File: src/rtl/ram_arbiter.sv
// ram_arbiter: two-port request/grant arbiter sharing one synchronous-write RAM,
// fixed-priority with a starvation guard or round-robin, one access per two cycles.
module ram_arbiter #(
   parameter int ADDR_W   = 8,
   parameter int DATA_W   = 8,
   parameter int RR_MODE  = 0,
   parameter int MAX_WAIT = 4
) (
   input  logic              clk,
   input  logic              reset,
   input  logic              req0,
   input  logic              we0,
   input  logic [ADDR_W-1:0] addr0,
   input  logic [DATA_W-1:0] wdata0,
   output logic              gnt0,
   output logic [DATA_W-1:0] rdata0,
   output logic              rvalid0,
   input  logic              req1,
   input  logic              we1,
   input  logic [ADDR_W-1:0] addr1,
   input  logic [DATA_W-1:0] wdata1,
   output logic              gnt1,
   output logic [DATA_W-1:0] rdata1,
   output logic              rvalid1,
   output logic [ADDR_W-1:0] mem_addr,
   output logic [DATA_W-1:0] mem_wdata,
   output logic              mem_we,
   output logic              mem_oe,
   input  logic [DATA_W-1:0] mem_rdata,
   output logic              busy
);
   typedef enum logic {IDLE, ACCESS} state_t;
   state_t            state;
   logic              sel, last_grant, cmd_we, win1;
   logic [ADDR_W-1:0] cmd_addr;
   logic [DATA_W-1:0] cmd_wdata;
   logic [3:0]        wait_cnt;
   // port 1 wins a tie when it is its turn (RR) or it has lost MAX_WAIT times in a row
   always_comb win1 = (req0 && req1) ? (RR_MODE != 0 ? !last_grant : wait_cnt == 4'(MAX_WAIT)) : req1;
   assign mem_addr  = cmd_addr;
   assign mem_wdata = cmd_wdata;
   assign mem_we    = state == ACCESS && cmd_we;
   assign mem_oe    = state == ACCESS && !cmd_we;
   always_ff @(posedge clk or negedge reset) begin
      if (!reset) begin
         state      <= IDLE;
         sel        <= 1'b0;
         last_grant <= 1'b1;
         wait_cnt   <= '0;
         cmd_we     <= 1'b0;
         cmd_addr   <= '0;
         cmd_wdata  <= '0;
         gnt0       <= 1'b0;
         gnt1       <= 1'b0;
         rvalid0    <= 1'b0;
         rvalid1    <= 1'b0;
         rdata0     <= '0;
         rdata1     <= '0;
         busy       <= 1'b0;
      end else begin
         gnt0    <= 1'b0;
         gnt1    <= 1'b0;
         rvalid0 <= 1'b0;
         rvalid1 <= 1'b0;
         if (state == IDLE) begin
            if (req0 || req1) begin
               state      <= ACCESS;
               busy       <= 1'b1;
               sel        <= win1;
               last_grant <= win1;
               gnt0       <= !win1;
               gnt1       <= win1;
               cmd_we     <= win1 ? we1 : we0;
               cmd_addr   <= win1 ? addr1 : addr0;
               cmd_wdata  <= win1 ? wdata1 : wdata0;
            end
            wait_cnt <= (!req1 || win1) ? 4'd0 : (wait_cnt == 4'd15 ? wait_cnt : wait_cnt + 4'd1);
         end else begin
            state <= IDLE;
            busy  <= 1'b0;
            if (!cmd_we && !sel) begin
               rvalid0 <= 1'b1;
               rdata0  <= mem_rdata;
            end
            if (!cmd_we && sel) begin
               rvalid1 <= 1'b1;
               rdata1  <= mem_rdata;
            end
         end
      end
   end
endmodule
File: config.mk
export PLATFORM = sky130hd
export DESIGN_NAME = ram_arbiter
export DESIGN_NICKNAME = d
export VERILOG_FILES = /design/src/rtl/ram_arbiter.sv
export SDC_FILE = /design/constraint.sdc
export NUM_CORES = 1
export LEC_CHECK = 0
export BUFFER_PORTS_ARGS = -buffer_cell sky130_fd_sc_hd__buf_2
export CAP_MARGIN = 0
export CORE_ASPECT_RATIO = 1.75
export CORE_MARGIN = 10
export CORE_UTILIZATION = 47
export DETAILED_ROUTE_END_ITERATION = 16
export PLACE_DENSITY_LB_ADDON = 0.08
export SLEW_MARGIN = 0
export SYNTH_ARGS = -nofsm -noshare
export SYNTH_HDL_FRONTEND = slang
export SYNTH_SLANG_ARGS = --single-unit
File: constraint.sdc
create_clock -name clk -period 2.1 [get_ports clk]
set_clock_uncertainty 0.15 [all_clocks]
set_input_delay 0.42 -clock clk [delete_from_list [all_inputs] [get_ports clk]]
set_output_delay 0.42 -clock clk [all_outputs]
set_load 0.02 [all_outputs]
==> flow_summary_export.csv <==
group,metric,value,unit
sta,max_freq,568,MHz
clock_tree,cts-root-buf,"clkbuf_8",
synth,syn_area,2000,µm²
routing,wl_per_cell,17.1,µm
cells_and_area,final_cells,315,
clock_tree,cts_made_buffers,5,
pwr,seqPwrFrac,0.419,
placed_design,place.detailed.hpwl,4100,µm
clock_tree,cts_setup_buffers,0,
clock_tree,clock_tree.buffer_depth,2,
pwr,swShare,0.356,
die,initial_utilization,0.485,
die,core_area,4110,µm²
synth,synth.distinct_cells,32,
setup_path,critPathKind,"reg -> out",
placed_design,post-place-cells,307,
setup_path,r2r_start,"state$_DFF_PN0_",
routing,dr.first_iter.drc_count,80,
placed_design,finalWeightedCongestion,0.778,
die,die_y,106,µm
sta,relSlewSlack,0.628,
die,fp.dieW,69.3,µm
cells_and_area,layout-drive-gt1-share,0.477,
setup_path,reg2reg_to,"rdata1[7]$_DFFE_PN0P_",
synth,synthCells,179,
pwr,combinationalPowerShare,0.352,
routing,route.vias.total,1682,
routing,antenna_left,0,
cells_and_area,layout_commonest_cell,"buf_2",
routing,first_pass_iters,4,
placed_design,port_buffers,84,
placed_design,pre_cts_slack,0.443,ns
pwr,leakage,1.28,nW
cells_and_area,syn2layout_area_growth,28.9,%
setup_path,cp_cell_sequence,"and2b_1 -> buf_2",
die,dieArea,7350,µm²
pwr,clock_power_share,0.228,
sta,min_period,1.76,ns
status,status,"finished, final reports clean",
setup_path,rr_worst_depth,3,
setup_path,slowest_stage,"dfrtp_1",
clock_tree,clk_pin_slew,0.08,ns
sta,hold_viol_final,0,
sta,final.setup.tns,0,ns
pwr,switchingPower,1.01,mW
global_route,grt_first_pass_wirelength,9230,µm
setup_path,worstPathMaxFanout,10,
sta,drv_slew,0,
pwr,irDropWorstVdd,1.01,mV
sta,setup_slack,0.340,ns
pwr,power.density,1100,nW/µm²
routing,totalWireLength,5400,µm
cells_and_area,final_nets,313,
hold_path,hold_path_class,"in -> async",
die,io_pins,85,
setup_path,r2r_setup_slack,0.44,ns
setup_path,worstPathArrival,1.19,ns
clock_tree,cts_resized,0,
setup_path,critPathRequiredTime,1.53,ns
global_route,grt_max_degree,45,
routing,drc,0,
global_route,grt_use_total,0.152,
synth,syn_area_per_cell,11.1,µm²
cells_and_area,diodes,0,
die,rows,31,
run,drv_cap,0,
synth,ys_seq_area_frac,0.552,
clock_tree,clock-sinks,44,
global_route,grt_pass1_vias,1832,
sta,tightest_slew,0.557,ns
cells_and_area,most-common-layout-cells,"buf_2 (84), dfrtp_1 (44), nand2_1 (39)",
synth,synth_seq_cells,44,
routing,viasPerCell,5.34,
synth,syn-num-nets,227,
clock_tree,cts_tree,"done",
synth,ys_warn_count,0,
clock_tree,clk_latency,0.30,ns
global_route,antenna_found_initial,0,
pwr,intPower,1.83,mW
setup_path,endpoint_kind,"primary output",
sta,rsz0062_at_grt,"false",
setup_path,critPathLaunchType,"register",
global_route,overflow,0,
clock_tree,holdBufCountCts,0,
setup_path,slowest_delay,0.49,ns
sta,setup_viol,0,
clock_tree,htree_levels,2,
sta,final.period_utilization,0.838,
cells_and_area,fillers,387,
worst max-delay path: cells and delay by family, from the launching register on:
family                 cells  cell delay [ns]
buffers and inverters      1             0.18
DFF                        1             0.49
and+or+nand+nor            1             0.22
flip-flops by register name, indices dropped and copies added (netlist names):
| register | cells |
|---|---|
| mem_addr | 8 |
| mem_wdata | 8 |
| rdata0 | 8 |
| rdata1 | 8 |
| wait_cnt | 4 |
| busy | 1 |
| cmd_we | 1 |
| gnt0 | 1 |
| gnt1 | 1 |
| rvalid0 | 1 |
| rvalid1 | 1 |
| sel | 1 |
| state | 1 |
Yosys cell counts, drive strengths merged:
cell | count | area share
a21oi | 3 | 0.0075
a31o | 1 | 0.0044
a31oi | 2 | 0.0063
and2 | 2 | 0.0075
and2b | 1 | 0.0038
and3 | 1 | 0.0031
buf | 11 | 0.034
clkbuf | 1 | 0.0019
clkinv | 1 | 0.0019
dfrtp | 44 | 0.55
ha | 2 | 0.013
inv | 6 | 0.011
mux2 | 16 | 0.090
nand2 | 39 | 0.073
nand2b | 1 | 0.0031
nand3 | 1 | 0.0025
nand3b | 1 | 0.0038
nand4 | 18 | 0.056
nand4b | 1 | 0.012
nor2 | 1 | 0.0019
nor2b | 1 | 0.0031
o211ai | 17 | 0.084
o21ai | 4 | 0.010
o21bai | 1 | 0.0038
o22ai | 1 | 0.0031
or3 | 2 | 0.0063
power by group through the flow:
stage / Combinational [mW] / Clock, mW / Sequential [mW]
floorplan: 0.356 / 0 / 1.48
global placement: 1.00 / 0 / 1.20
detailed placement: 1.02 / 0 / 1.21
CTS: 1.02 / 0.660 / 1.19
global route: 1.09 / 0.697 / 1.22
finish: 0.999 / 0.648 / 1.19
per-stage QoR:
step	util	instance area (µm²)	hold slack (ns)	total power, mW
after global routing	0.626	2570	0.0827	3.01
final	0.626	2570	0.0378	2.84
after floorplan	-	2000	-0.0256	1.84
after global placement	0.599	2460	0.328	2.21
after detailed placement	0.599	2460	0.330	2.23
after CTS	0.626	2570	0.0552	2.88
worst max-delay path by stage:
stage                                        from                 endpoint
after CTS                         state$_DFF_PN0_                   mem_oe
after detailed placement          state$_DFF_PN0_    rdata0[0]$_DFFE_PN0P_
after global placement            state$_DFF_PN0_    rdata1[5]$_DFFE_PN0P_
after floorplan           wait_cnt[0]$_DFFE_PN0P_  mem_addr[0]$_DFFE_PN0P_
after global routing              state$_DFF_PN0_                   mem_oe
final                             state$_DFF_PN0_                   mem_oe
area by class of cell:
cell class / instances / area (µm²) / share of cell area
Tap cell: 49 / 61.3 / 0.0238
Inverter: 7 / 26.3 / 0.0102
Timing Repair Buffer: 91 / 473 / 0.184
Clock inverter: 3 / 42.5 / 0.0165
Multi-Input combinational cell: 116 / 800 / 0.311
Sequential cell: 44 / 1100 / 0.428
Clock buffer: 5 / 68.8 / 0.0268
routing by layer:
metal | wire, µm | track usage | vias up
met3 | 390 | 0.0512 | 7
met4 | 107 | 0.0621 | 0
li1 | - | - | 807
met2 | 2820 | 0.268 | 64
met1 | 2080 | 0.161 | 804
met5 | 0 | 0 | -
cell families after synthesis:
| family | Yosys count | synth area share |
|---|---|---|
| multiplexers | 16 | 0.0903 |
| AND/OR/NAND/NOR | 69 | 0.177 |
| AO/OA/AOI/OAI | 29 | 0.119 |
| adder cells (fa/ha/maj) | 2 | 0.0125 |
| buffers and inverters | 19 | 0.0495 |
| flip-flops | 44 | 0.552 |
Note: power is estimated with default switching activity, not from simulation.
